$ cat src/rtl/red_pitaya_asg_pkg.sv
// ============================================================================
// Package : red_pitaya_asg_pkg
// State encodings shared by the double-buffered ASG scheduler.
// Rev     : 1.0
// ============================================================================
`default_nettype none

package red_pitaya_asg_pkg;

  localparam logic [1:0] ST_IDLE     = 2'd0;
  localparam logic [1:0] ST_ARMED    = 2'd1;
  localparam logic [1:0] ST_RUN      = 2'd2;
  localparam logic [1:0] ST_RUN_PEND = 2'd3;

  typedef enum logic [1:0] {
    IDLE     = ST_IDLE,
    ARMED    = ST_ARMED,
    RUN      = ST_RUN,
    RUN_PEND = ST_RUN_PEND
  } asg_dbuf_state_t;

endpackage

`default_nettype wire

$ cat src/rtl/red_pitaya_asg_dbuf_ctrl.sv
// ============================================================================
// Module : red_pitaya_asg_dbuf_ctrl
// Ping-pong half scheduler for one double-buffered ASG channel.
// Rev    : 1.0
// ============================================================================
`default_nettype none

module red_pitaya_asg_dbuf_ctrl
  import red_pitaya_asg_pkg::*;
#(
  parameter int RSZ           = 14,
  parameter int CNT_W         = 16,
  parameter bit UNDERRUN_STOP = 1'b0
) (
  input  logic             dac_clk_i,
  input  logic             dac_rst_i,
  input  logic             cfg_en_i,
  input  logic             cfg_clr_i,
  input  logic             commit_i,
  input  logic             trig_i,
  input  logic             buf_done_i,
  output logic             run_o,
  output logic             start_o,
  output logic [RSZ:0]     rd_base_o,
  output logic [RSZ:0]     wr_base_o,
  output logic             wr_free_o,
  output logic             irq_o,
  output logic             underrun_o,
  output logic             overrun_o,
  output logic [CNT_W-1:0] swap_cnt_o,
  output logic [CNT_W-1:0] urun_cnt_o,
  output logic [1:0]       state_o
);

  localparam logic [CNT_W-1:0] c_cnt_max = {CNT_W{1'b1}};
  localparam logic [CNT_W-1:0] c_cnt_one = {{(CNT_W-1){1'b0}}, 1'b1};

  asg_dbuf_state_t r_state;
  asg_dbuf_state_t w_state_nxt;
  logic            r_rd_sel;
  logic            w_rd_sel_nxt;
  logic            r_pend;
  logic            w_pend_nxt;
  logic            r_trig_q;
  logic            w_trig_edge;
  logic            w_start;
  logic            w_swap;
  logic            w_urun;
  logic            w_ovr;
  logic [RSZ:0]    w_wr_base_nxt;
  logic            w_run_nxt;

  assign w_trig_edge = trig_i & ~r_trig_q;
  assign state_o     = r_state;

  always_ff @(posedge dac_clk_i or posedge dac_rst_i) begin
    if (dac_rst_i) begin
      r_state <= IDLE;
    end else begin
      r_state <= w_state_nxt;
    end
  end

  // r_pend only carries a pending half while ARMED; in RUN_PEND the state itself holds it.
  always_comb begin
    w_state_nxt  = r_state;
    w_rd_sel_nxt = r_rd_sel;
    w_pend_nxt   = r_pend;
    w_start      = 1'b0;
    w_swap       = 1'b0;
    w_urun       = 1'b0;
    w_ovr        = 1'b0;
    if (!cfg_en_i) begin
      w_state_nxt  = IDLE;
      w_rd_sel_nxt = 1'b0;
      w_pend_nxt   = 1'b0;
    end else begin
      case (r_state)
        IDLE: begin
          w_pend_nxt = 1'b0;
          if (commit_i) begin
            w_state_nxt = ARMED;
          end
        end
        ARMED: begin
          if (commit_i) begin
            w_ovr      = r_pend;
            w_pend_nxt = 1'b1;
          end
          if (w_trig_edge) begin
            w_state_nxt = (r_pend | commit_i) ? RUN_PEND : RUN;
            w_pend_nxt  = 1'b0;
            w_start     = 1'b1;
          end
        end
        RUN: begin
          if (buf_done_i && commit_i) begin
            w_swap = 1'b1;
          end else if (buf_done_i) begin
            w_urun = 1'b1;
            if (UNDERRUN_STOP) begin
              w_state_nxt = ARMED;
            end else begin
              w_start = 1'b1;
            end
          end else if (commit_i) begin
            w_state_nxt = RUN_PEND;
          end
        end
        RUN_PEND: begin
          if (buf_done_i) begin
            w_swap      = 1'b1;
            w_state_nxt = commit_i ? RUN_PEND : RUN;
          end else if (commit_i) begin
            w_ovr = 1'b1;
          end
        end
        default: begin
          w_state_nxt = IDLE;
        end
      endcase
      if (w_swap) begin
        w_rd_sel_nxt = ~r_rd_sel;
        w_start      = 1'b1;
      end
    end
  end

  assign w_run_nxt     = (w_state_nxt == RUN) || (w_state_nxt == RUN_PEND);
  // IDLE exposes half 0 for the very first fill even though rd_sel is also 0.
  assign w_wr_base_nxt = (w_state_nxt == IDLE) ? '0 : {~w_rd_sel_nxt, {RSZ{1'b0}}};

  always_ff @(posedge dac_clk_i or posedge dac_rst_i) begin
    if (dac_rst_i) begin
      r_rd_sel   <= 1'b0;
      r_pend     <= 1'b0;
      r_trig_q   <= 1'b0;
      run_o      <= 1'b0;
      start_o    <= 1'b0;
      irq_o      <= 1'b0;
      rd_base_o  <= '0;
      wr_base_o  <= '0;
      wr_free_o  <= 1'b1;
      underrun_o <= 1'b0;
      overrun_o  <= 1'b0;
      swap_cnt_o <= '0;
      urun_cnt_o <= '0;
    end else begin
      r_rd_sel  <= w_rd_sel_nxt;
      r_pend    <= w_pend_nxt;
      r_trig_q  <= trig_i;
      run_o     <= w_run_nxt;
      start_o   <= w_start;
      irq_o     <= w_swap;
      rd_base_o <= {w_rd_sel_nxt, {RSZ{1'b0}}};
      wr_base_o <= w_wr_base_nxt;
      wr_free_o <= !(w_pend_nxt || (w_state_nxt == RUN_PEND));
      if (cfg_clr_i) begin
        underrun_o <= 1'b0;
        overrun_o  <= 1'b0;
        swap_cnt_o <= '0;
        urun_cnt_o <= '0;
      end else begin
        if (w_urun) begin
          underrun_o <= 1'b1;
        end
        if (w_ovr) begin
          overrun_o <= 1'b1;
        end
        if (w_swap && (swap_cnt_o != c_cnt_max)) begin
          swap_cnt_o <= swap_cnt_o + c_cnt_one;
        end
        if (w_urun && (urun_cnt_o != c_cnt_max)) begin
          urun_cnt_o <= urun_cnt_o + c_cnt_one;
        end
      end
    end
  end

endmodule

`default_nettype wire

$ cat config.mk
export PLATFORM = sky130hd
export DESIGN_NAME = red_pitaya_asg_dbuf_ctrl
export DESIGN_NICKNAME = d
export VERILOG_FILES = /design/src/rtl/red_pitaya_asg_pkg.sv /design/src/rtl/red_pitaya_asg_dbuf_ctrl.sv
export SDC_FILE = /design/constraint.sdc
export NUM_CORES = 1
export LEC_CHECK = 0
export BUFFER_PORTS_ARGS = -buffer_cell sky130_fd_sc_hd__buf_2
export CAP_MARGIN = 0
export CORE_MARGIN = 1
export CORE_UTILIZATION = 48
export CTS_CLUSTER_DIAMETER = 30
export DETAILED_ROUTE_END_ITERATION = 8
export MAX_ROUTING_LAYER = met4
export PLACE_DENSITY = 0.83
export RECOVER_POWER = 100
export SYNTH_ARGS = -nofsm -noshare
export SYNTH_HDL_FRONTEND = slang
export SYNTH_SLANG_ARGS = --single-unit
$ cat constraint.sdc
create_clock -name dac_clk_i -period 1.8 [get_ports dac_clk_i]
set_input_delay 0.27 -clock dac_clk_i [delete_from_list [all_inputs] [get_ports dac_clk_i]]
set_output_delay 0.27 -clock dac_clk_i [all_outputs]
set_load 0.005 [all_outputs]
# After elaboration in Yosys (flattened, before gate mapping)
# Cells that the tools add are included.
# word_totals
reg_bits	58
# classes
n_eq_ne	7
mux	42
bitwise	5
reduce_logical	12
addsub	2
# ops
op	count
two-way mux 16 bit	4
adder 16 x 1 -> 16 bit, second input constant	2
inequality test 16 bit, second input constant	2
two-way mux 1 bit	25
two-way mux 15 bit	1
two-way mux 2 bit	7
== test 2 bit, second input constant	4
case mux 1 bit (2 select lines)	4
case mux 2 bit (4 select lines)	1
nonzero test 2 bit	4
logical NOT 2 bit	2
logical AND 1 bit	3
NOT 1 bit	3
== test 2 x 1 -> 1 bit, second input constant	1
logical OR 1 bit	2
bitwise AND 1 bit	1
logical NOT 1 bit	1
OR 1 bit	1

# Depth between registers and ports, before layout
# Gate-level depths: netlist of the first run.
# logic_depth
word_depth	8
mapped_depth	7
ltp_nobuf	6

# Least setup slack after synthesis of the first run
# Ideal clock, no wire load.
# synth_path
path_kind	register to register
start	reg r_state[0], in the netlist state_o[0]
end	reg urun_cnt_o[15]
path_buffers	1
arrival_ns	1.849
stages_incl_launch_ff	8
slack_ns	-0.177
setup_time_ns	0.128
path_cell_list	dfrtp_1 inv_1 ha_1 and4b_1 buf_4 nand4_1 nor4_1 mux2_1
# synth_between
elab_chain_cells	5
# synth_rtl
element	line_no	text
start: declaration	red_pitaya_asg_dbuf_ctrl.sv:38	asg_dbuf_state_t r_state;
start signal: assignment	red_pitaya_asg_dbuf_ctrl.sv:60	r_state <= w_state_nxt;
== test 2 bit	red_pitaya_asg_dbuf_ctrl.sv:78	case (r_state)
two-way mux 1 bit	red_pitaya_asg_dbuf_ctrl.sv:78	
two-way mux 1 bit	red_pitaya_asg_dbuf_ctrl.sv:73	if (!cfg_en_i) begin
logical AND 1 bit	red_pitaya_asg_dbuf_ctrl.sv:173	if (w_urun && (urun_cnt_o != c_cnt_max)) begin
nonzero test 2 bit (no line)	--	
end signal: assignment	red_pitaya_asg_dbuf_ctrl.sv:174	urun_cnt_o <= urun_cnt_o + c_cnt_one;
end: declaration	red_pitaya_asg_dbuf_ctrl.sv:31	output logic [CNT_W-1:0] urun_cnt_o,
# Every way passes these cells.
# A chain may end at the register's enable or synchronous reset.

# Final worst setup path of the first run
# layout_path
start	reg urun_cnt_o[0]
end	reg urun_cnt_o[15]
# layout_between
elab_chain_cells	3
elab_cells_between_ends	6
# layout_rtl
element	line_no
adder 16 x 1 -> 16 bit or inequality test 16 bit (tied branches)	red_pitaya_asg_dbuf_ctrl.sv:174, red_pitaya_asg_dbuf_ctrl.sv:173
two-way mux 16 bit or logical AND 1 bit (tied branches)	red_pitaya_asg_dbuf_ctrl.sv:173
two-way mux 16 bit or nonzero test 2 bit (tied branches)	--
# Several ways; a longest one is shown, not always the timed one. The select of a mux whose other input is x is not followed.

==> qor.yml, run 1 <==
yosys-top-cells-count: "dfrtp_1, buf_4, nor2_1"
hold_slack_ns: 0.01224
drtIter0Drc: 231
clock_skew_ns: 0.01644
syn_area_um2: 2877
synth_warnings: 0
synth_seq_cells: 44
synth_compound_gate_area_share: 0.1261
fmax_ghz: 0.5396
slew_headroom: 0.4252
dr.pass1.iters: 6
synth_mux_area_frac: 0.06916
synthArstFlopShare: 1.000
placed_area_um2: 3298
synth-simple-area-share: 0.2653
numCtsBuffers: 5
leakagePower_uw: 0.001673
hold_path.class: "in -> async"
grt_pass1_vias: 2388
grt_pass1_wl_um: 11200
criticalPathCategory: "reg -> reg"
grt-ovfl-total: 0
synth_edf_count: 0
slew_violations: 0
synth_cell_types: 55
critPathLaunchType: "register"
synth.largest_area_cell: "dfrtp_1"
fin_ws_ns: -0.05322
critical_path.max_fanout: 12
ant_nets: 0
cts_root_buffer: "clkbuf_8"
synthFlopType: "dfrtp_1"
routed_via_density: 5.832
violations: "negative setup slack"
synth_top_area_share: 0.3741
core_area_um2: 5642
rsz0062_at_grt: "true"
start_util: 0.5099
vias: 2665
syn_inst: 303
dp_hpwl_um: 4741
r2r_slack_ns: -0.05
grt_max_degree: 36
vdd_ir_drop_max_mv: 0.4208
p_per_area_nw_per_um2: 559.3
antenna_found_initial: 0
synth-xor-area-share: 0.003045
drc: 0
die-width_um: 79.41
min_period_ns: 1.853
clk_pin_slew_ns: 0.09
cts_num_sinks: 44
cts_tree: "done"
synth_top_family_by_area: "simple AND/OR/NAND/NOR gates"
n_antenna_cell: 0
synth.area.top_cells: "dfrtp_1, buf_4, mux2_2, a21oi_1, ha_1"
setup_viol: 3
worstPathRequired_ns: 1.99
routabilityCongestion: 0.9050
synth.most_common_cell: "dfrtp_1"
place.port_buffers: 48
wl_um: 7310
crit_path_end_kind: "register"
h-tree-depth: 2
clk_latency_ns: 0.31
worstPathArrival_ns: 2.05
maxCapViolCount: 0
rows: 27
syn_to_final_growth_pct: 24.01
gr-usage-all-layers: 0.2329
final_area_um2: 3567
die_h_um: 79.41
worstMarginPinSlew_ns: 0.8569
synth_fa_ha_area_frac: 0.03480
drive_gt1_frac: 0.3429
io-pin-count: 77
die-area_um2: 6306
wire_per_inst_um: 16.00
min_period_over_period: 1.030
hold_viol: 0
num-nets-final: 399
cts_buffer_depth: 2
syn_area_per_cell_um2: 9.493
synth-seq-area-share: 0.3832
ctsHoldBuffers: 0
status: "finished, violations left"
-- area by class of cell --
class | count | area (µm²)
inverter | 8 | 32.53
timing repair buffer | 88 | 495.5
multi-input combinational | 237 | 1734
fill | 503 | 2074
sequential | 44 | 1104
tap | 72 | 90.09
clock inverter | 3 | 42.54
clock buffer | 5 | 68.82
-- critical path: stages (launching register included) --
cell     delay, ns
dfrtp_1       0.41
ha_1          0.24
and2_4        0.17
and4_4        0.25
nor4_2        0.32
mux2_1        0.35
-- layer usage --
layer,vias to the layer above,part of all wire,track usage
li1,1220,-,-
met1,1307,0.42,0.2942
met2,118,0.51,0.3810
met3,20,0.053,0.04343
met4,0,0.022,0.06909
met5,-,0,-
-- timing repair --
action / 4_1_cts / 5_1_grt
pin swaps: 3 / 7
endpoints found under the setup margin: 8 / 25
setup buffers: 4 / 4
gates resized for setup: 5 / 30
cloned: 0 / 1
-- power breakdown --
part	switching, µW	total [µW]	internal [µW]
clock network	367	778	411
registers	6.71	1010	1000
logic	130	209	78.4
total	504	2000	1490
-- state kept, by name (all words and copies together), names as in the netlist --
name and count:
swap_cnt_o 16, urun_cnt_o 16, state_o 2, irq_o 1
overrun_o 1, r_pend 1, r_trig_q 1, rd_base_o 1
run_o 1, start_o 1, underrun_o 1, wr_base_o 1
wr_free_o 1
-- cells by family (layout without fill, tap and decap cells) --
kind of cell | Yosys count | in the layout
AND/OR/NAND/NOR | 125 | 126
AO/OA/AOI/OAI | 56 | 56
buffers and inverters | 50 | 104
flip-flops | 44 | 44
multiplexers | 18 | 18
adder cells (fa/ha/maj) | 8 | 8
other | 1 | 28
XOR/XNOR | 1 | 1
-- stage by stage --
step | cells | power [µW] | TNS [ns] | setup slack, ns | util
3_5_place_dp | 440 | 1218 | -0.2236 | -0.06352 | 0.5846
2_1_floorplan | 330 | 1193 | -0.01889 | -0.01889 | -
4_1_cts | 452 | 1999 | -0.03172 | -0.03105 | 0.6134
5_1_grt | 457 | 2067 | -0.8319 | -0.1544 | 0.6323
6_report | 457 | 1995 | -0.08678 | -0.05322 | 0.6323
3_3_place_gp | 440 | 1212 | 0 | 0.01920 | 0.5846
-- placed cells by master (no fill, tap or decap), types with 5 or more instances in the layout --
master / n
nand4_1: 6
a21oi_1: 16
nand2_1: 9
o31ai_1: 5
dfrtp_1: 42
or4_1: 6
nor3_1: 6
nand3_1: 9
clkbuf_1: 22
inv_1: 5
clkbuf_8: 5
nand2b_1: 7
a21oi_2: 5
nor2_1: 25
conb_1: 28
buf_4: 20
mux2_2: 9
buf_2: 40
nor2b_1: 16
-- worst paths after layout --
kind	startpoint	to	depth (start not counted)
max	urun_cnt_o[0]	urun_cnt_o[15]	5
min	dac_rst_i	urun_cnt_o[13]	2
max reg2reg	urun_cnt_o[0]	urun_cnt_o[15]	5
min reg2reg	underrun_o	underrun_o	2
max in group asynchronous	dac_rst_i	state_o[0]	3
min in group dac_clk_i	trig_i	r_trig_q	1
No activity file was read; power rests on OpenSTA's default activity.
==> run 2, diff against run 1 <==
--- a/config.mk
+++ b/config.mk
@@ -12,7 +12,7 @@
 export CTS_CLUSTER_DIAMETER = 30
 export DETAILED_ROUTE_END_ITERATION = 8
 export MAX_ROUTING_LAYER = met4
-export PLACE_DENSITY = 0.83
+export PLACE_DENSITY = 0.86
 export RECOVER_POWER = 100
 export SYNTH_ARGS = -nofsm -noshare
 export SYNTH_HDL_FRONTEND = slang
==> run 2 against run 1 <==
The run still ends with negative setup slack left. Register-to-register slack barely moved. Total power fell by 6.6%. Die area did not move. Critical endpoint is now urun_cnt_o[11]. Combinational power fell by 4%. Hold slack improved by 0.13 ns. Highest routed layer unchanged. Setup slack got worse by 0.0084 ns. Critical path type unchanged. Via count fell by 2.4%. Maximum frequency fell by 0.45%. First-iteration DRC count fell by 34%.
==> qor.yml, run 2 (synthesis results as in run 1) <==
min_period_over_period: 1.034  # was 1.030
power_frac_clock: 0.351  # was 0.390
wl_um: 6883  # was 7310 µm
start_util: 0.5099  # unchanged
hold_viol: 0  # unchanged
core_area_um2: 5642  # unchanged
wire_per_inst_um: 15.19  # was 16.00 µm
grt_max_degree: 45  # was 36
power_frac_seq: 0.542  # was 0.506
cts_root_buffer: "clkbuf_8"  # unchanged
cts_num_sinks: 44  # unchanged
rows: 27  # unchanged
ff2ff_path_depth: 6  # was 5
total_power_uw: 1864  # was 1995 µW
cts_tree: "done"  # unchanged
switching_power_uw: 477.9  # was 503.7 µW
dpl.cell_count: 440  # unchanged
die-area_um2: 6306  # unchanged
place.port_buffers: 48  # unchanged
critical_path.max_fanout: 5  # was 12
cts_buffer_depth: 2  # unchanged
cp-endpoint: "urun_cnt_o[11]"  # was urun_cnt_o[15]
routed_via_density: 5.742  # was 5.832
clock_skew_ns: 0.008976  # was 0.01644 ns
grt_pass1_vias: 2350  # was 2388
worstPathArrival_ns: 2.09  # was 2.05 ns
die_h_um: 79.41  # unchanged
hold_path.class: "in -> reg"  # was in -> async
rsz0062_at_grt: "true"  # unchanged
n_antenna_cell: 0  # unchanged
violations: "negative setup slack"  # unchanged
fmax_ghz: 0.5372  # was 0.5396 GHz
leakagePower_uw: 0.001612  # was 0.001673 µW
fin_cells: 453  # was 457
worstPathRequired_ns: 2.03  # was 1.99 ns
clk_pin_slew_ns: 0.09  # about the same
grt-ovfl-total: 0  # unchanged
grt_pass1_wl_um: 10880  # was 11200 µm
ctsHoldBuffers: 0  # unchanged
worstMarginPinSlew_ns: 1.097  # was 0.8569 ns
num-nets-final: 395  # was 399
die-width_um: 79.41  # unchanged
p_int_uw: 1386  # was 1492 µW
criticalPathCategory: "reg -> reg"  # unchanged
vias: 2601  # was 2665
min_period_ns: 1.862  # was 1.853 ns
final_util: 0.6165  # was 0.6323
clk_latency_ns: 0.30  # was 0.31 ns
slew_headroom: 0.2689  # was 0.4252
vdd_ir_drop_max_mv: 0.3219  # was 0.4208 mV
drtIter0Drc: 153  # was 231
io-pin-count: 77  # unchanged
fin_ws_ns: -0.06166  # was -0.05322 ns
syn_to_final_growth_pct: 20.92  # was 24.01%
crit_path_end_kind: "register"  # unchanged
critPathLaunch: "state_o[0]"  # was urun_cnt_o[0]
maxCapViolCount: 0  # unchanged
routabilityCongestion: 0.9196  # was 0.9050
layout_commonest_cell: "dfrtp_1"  # unchanged
drive_gt1_frac: 0.3228  # was 0.3429
p_comb_frac: 0.107  # was 0.105
setup_viol: 5  # was 3
r2r_end: "urun_cnt_o[11]"  # was urun_cnt_o[15]
dr.pass1.iters: 4  # was 6
numCtsBuffers: 5  # unchanged
gr-usage-all-layers: 0.2261  # was 0.2329
slew_violations: 0  # unchanged
r2r-start: "state_o[0]"  # was urun_cnt_o[0]
drc: 0  # unchanged
swShare: 0.2563  # was 0.2524
ant_nets: 0  # unchanged
h-tree-depth: 2  # unchanged
antenna_found_initial: 0  # unchanged
p_per_area_nw_per_um2: 536.0  # was 559.3 nW/µm²
hold_slack_ns: 0.1447  # was 0.01224 ns
final_cell_mix: "dfrtp_1, buf_2, conb_1"  # unchanged
r2r_slack_ns: -0.06  # was -0.05 ns
status: "finished, violations left"  # unchanged
critPathLaunchType: "register"  # unchanged
dp_hpwl_um: 4841  # was 4741 µm
nFillCells: 484  # was 503
place_ws_ns: -0.05457  # was -0.06352 ns
run 2: worst min path at each step:
stage	start	to	slack, ns	cells past startpoint
2_1_floorplan	trig_i	r_trig_q	0.30	0
3_3_place_gp	trig_i	r_trig_q	0.41	1
3_5_place_dp	trig_i	r_trig_q	0.43	1
4_1_cts	dac_rst_i	urun_cnt_o[12]	0.11	3
5_1_grt	trig_i	r_trig_q	0.14	1
6_report	trig_i	r_trig_q	0.14	1
run 2: what timing repair did:
action | in CTS | in global routing
pin swaps | 2 | 3
resized for setup | 4 | 16
setup endpoints to repair | 12 | 19
buffers inserted | 0 | 3
gates cloned | 0 | 2
run 2: stage by stage:
step,TNS (ns),cell area (µm²)
detailed placement,-0.3041,3298
CTS,-0.07486,3406
finish,-0.1688,3478
floorplan,-0.01889,3019
global route,-0.8862,3478
global placement,0,3298
run 2: cell type report:
cell class | instances | area (µm²) | share of cell area
clock buffer | 8 | 90.09 | 0.02590
inverter | 8 | 32.53 | 0.009353
multi-input combinational | 238 | 1685 | 0.4845
sequential | 44 | 1104 | 0.3173
tap | 72 | 90.09 | 0.02590
timing repair buffer | 83 | 476.7 | 0.1371
run 2: power groups by stage:
stage | Sequential (µW) | Clock (µW) | Combinational, µW
finish | 1010 | 654 | 200
global route | 1010 | 700 | 224
CTS | 1010 | 671 | 189
detailed placement | 1030 | 0 | 184
global placement | 1030 | 0 | 176
floorplan | 1030 | 0 | 160
run 2: metal layers:
metal,global-route usage,up-vias,part of all wire
met3,0.03543,10,0.043
met2,0.3716,89,0.50
met4,0.08545,0,0.016
met1,0.2809,1299,0.44
met5,-,-,0
li1,-,1203,-
run 2: critical path: stages (launching register included):
cell     delay [ns]
dfrtp_2        0.43
inv_2          0.09
ha_4           0.15
and4b_2        0.30
nand4_1        0.21
or4_1          0.45
a21oi_1        0.16
==> run 3, diff against run 2 <==
--- a/config.mk
+++ b/config.mk
@@ -8,11 +8,11 @@
 export BUFFER_PORTS_ARGS = -buffer_cell sky130_fd_sc_hd__buf_2
 export CAP_MARGIN = 0
 export CORE_MARGIN = 1
-export CORE_UTILIZATION = 48
+export CORE_UTILIZATION = 53
 export CTS_CLUSTER_DIAMETER = 30
 export DETAILED_ROUTE_END_ITERATION = 8
 export MAX_ROUTING_LAYER = met4
-export PLACE_DENSITY = 0.86
+export PLACE_DENSITY = 0.89
 export RECOVER_POWER = 100
 export SYNTH_ARGS = -nofsm -noshare
 export SYNTH_HDL_FRONTEND = slang
==> constraint.sdc (replaced) <==
create_clock -name dac_clk_i -period 2.03 [get_ports dac_clk_i]
set_input_delay 0.3045 -clock dac_clk_i [delete_from_list [all_inputs] [get_ports dac_clk_i]]
set_output_delay 0.3045 -clock dac_clk_i [all_outputs]
set_load 0.005 [all_outputs]
==> run 3 against run 2 <==
The flow now finishes without violations. Largest cell class unchanged. Flip-flop and latch count did not move. Die area shrank 9.2%. Setup slack gained 0.18 ns. Clock skew shrank 0.0017 ns.
==> qor.yml, run 3 (synthesis results as in run 1) <==
status: "completed"  # was finished, violations left
critical_path.max_fanout: 11  # was 5
place.port_buffers: 48  # unchanged
syn_to_final_growth_pct: 12.44  # was 20.92%
post-cts-setup-buffers: 0  # unchanged
grt_pass1_wl_um: 9887  # was 10880 µm
fin_cells: 424  # was 453
routabilityCongestion: 0.9024  # was 0.9196
max_stage_delay_ns: 0.38  # was 0.45 ns
layout_commonest_cell: "dfrtp_1"  # unchanged
min_period_over_period: 0.9432  # was 1.034
grt_pass1_vias: 2106  # was 2350
grt_max_degree: 52  # was 45
grt-ovfl-total: 0  # unchanged
leakagePower_uw: 0.001487  # was 0.001612 µW
maxCapViolCount: 0  # unchanged
ant_nets: 0  # unchanged
die-width_um: 75.67  # was 79.41 µm
wire_per_inst_um: 14.41  # was 15.19 µm
wl_um: 6110  # was 6883 µm
setup_viol: 0  # was 5
die_h_um: 75.67  # was 79.41 µm
routed_via_density: 5.710  # was 5.742
worstMarginPinSlew_ns: 1.090  # was 1.097 ns
worstPathArrival_ns: 2.11  # was 2.09 ns
total_power_uw: 1783  # was 1864 µW
h-tree-depth: 2  # unchanged
cts_root_buffer: "clkbuf_8"  # unchanged
rows: 26  # was 27
vdd_ir_drop_max_mv: 0.3147  # was 0.3219 mV
cts_buffer_depth: 2  # unchanged
seq_area_um2: 1102  # was 1104 µm²
multi_input_area_um2: 1587  # was 1685 µm²
nFillCells: 462  # was 484
p_per_area_nw_per_um2: 551.4  # was 536.0 nW/µm²
fin_ws_ns: 0.1154  # was -0.06166 ns
slew_violations: 0  # unchanged
n_antenna_cell: 0  # unchanged
hold_depth: 1  # unchanged
numCtsBuffers: 5  # unchanged
crit_path_end_kind: "register"  # unchanged
hold_path.class: "in -> reg"  # unchanged
dr.pass1.iters: 4  # unchanged
cp.buffers_inverters: 1  # unchanged
crit_cells: 6  # unchanged
cts_num_sinks: 44  # unchanged
ff2ff_path_depth: 6  # unchanged
start_util: 0.5561  # was 0.5099
worstPathRequired_ns: 2.22  # was 2.03 ns
dpl.cell_count: 416  # was 440
core_area_um2: 5172  # was 5642 µm²
hold_viol: 0  # unchanged
dp_hpwl_um: 4282  # was 4841 µm
crit_family: "simple AND/OR/NAND/NOR gates"  # unchanged
criticalPathCategory: "reg -> reg"  # unchanged
antenna_found_initial: 0  # unchanged
final_cell_mix: "dfrtp_1, conb_1, buf_2"  # was dfrtp_1, buf_2, conb_1
clk_latency_ns: 0.30  # about the same
io-pin-count: 77  # unchanged
drive_gt1_frac: 0.2260  # was 0.3228
clock_skew_ns: 0.007227  # was 0.008976 ns
crit_chain: "inv_1 > ha_2 > a21o_1 > nand4_4 > nor4_2 > mux2_2"  # was inv_2 > ha_4 > and4b_2 > nand4_1 > or4_1 > a21oi_1
fmax_ghz: 0.5223  # was 0.5372 GHz
slew_headroom: 0.2733  # was 0.2689
drtIter0Drc: 104  # was 153
place_ws_ns: 0.02129  # was -0.05457 ns
die-area_um2: 5726  # was 6306 µm²
num-nets-final: 368  # was 395
critPathLaunchType: "register"  # unchanged
min_period_ns: 1.915  # was 1.862 ns
slowest_stage: "dfrtp_1"  # was or4_1
cts_tree: "done"  # unchanged
clk_pin_slew_ns: 0.08  # was 0.09 ns
vias: 2421  # was 2601
gr-usage-all-layers: 0.2385  # was 0.2261
drc: 0  # unchanged
-- run 3: final cells by class --
cell class / count / share of cell area
repair buffers: 58 / 0.09246
flip-flops and latches: 44 / 0.3408
multi-input cells: 236 / 0.4905
well taps: 70 / 0.02708
clock buffers: 7 / 0.02979
inverters: 8 / 0.01006
clock inverters: 1 / 0.009284
-- run 3: routing by layer --
layer	global-route usage	wire, µm	vias to the layer above	part of all wire
met1	0.2985	2707	1160	0.44
met3	0.04762	348	12	0.057
met4	0.08230	116	0	0.019
li1	-	-	1146	-
met5	-	0	-	0
met2	0.3869	2937	103	0.48
-- run 3: power breakdown --
group	total [µW]	internal [µW]	leakage (µW)	switching, µW
registers	894	888	0.000606	5.64
clock network	740	434	0.0000645	305
logic	150	50.5	0.000816	99.5
total	1780	1370	0.00149	410
-- run 3: metrics by stage --
stage | util | setup TNS (ns) | instance area (µm²) | hold WS [ns]
after floorplan | - | 0 | 2978 | 0.3359
after global placement | 0.5972 | 0 | 3089 | 0.4495
after detailed placement | 0.5972 | 0 | 3089 | 0.4537
after CTS | 0.6217 | 0 | 3216 | 0.1299
after global routing | 0.6253 | -0.03306 | 3234 | 0.1582
final | 0.6253 | 0 | 3234 | 0.1601
-- run 3: path summary, 6_finish.rpt --
kind,start,to,slack [ns]
min in group asynchronous,dac_rst_i,urun_cnt_o[9],0.34
max in group asynchronous,dac_rst_i,swap_cnt_o[3],1.04
hold / removal,trig_i,r_trig_q,0.16
setup reg to reg,state_o[0],swap_cnt_o[7],0.12
setup / recovery,state_o[0],swap_cnt_o[7],0.12
hold reg to reg,overrun_o,overrun_o,0.50
-- run 3: repair_timing --
| action | in CTS | in global routing |
|---|---|---|
| endpoints found under the hold margin | 0 | 0 |
| resized for setup | 0 | 9 |
| setup endpoints to repair | 0 | 12 |
| hold buffers | 0 | 0 |
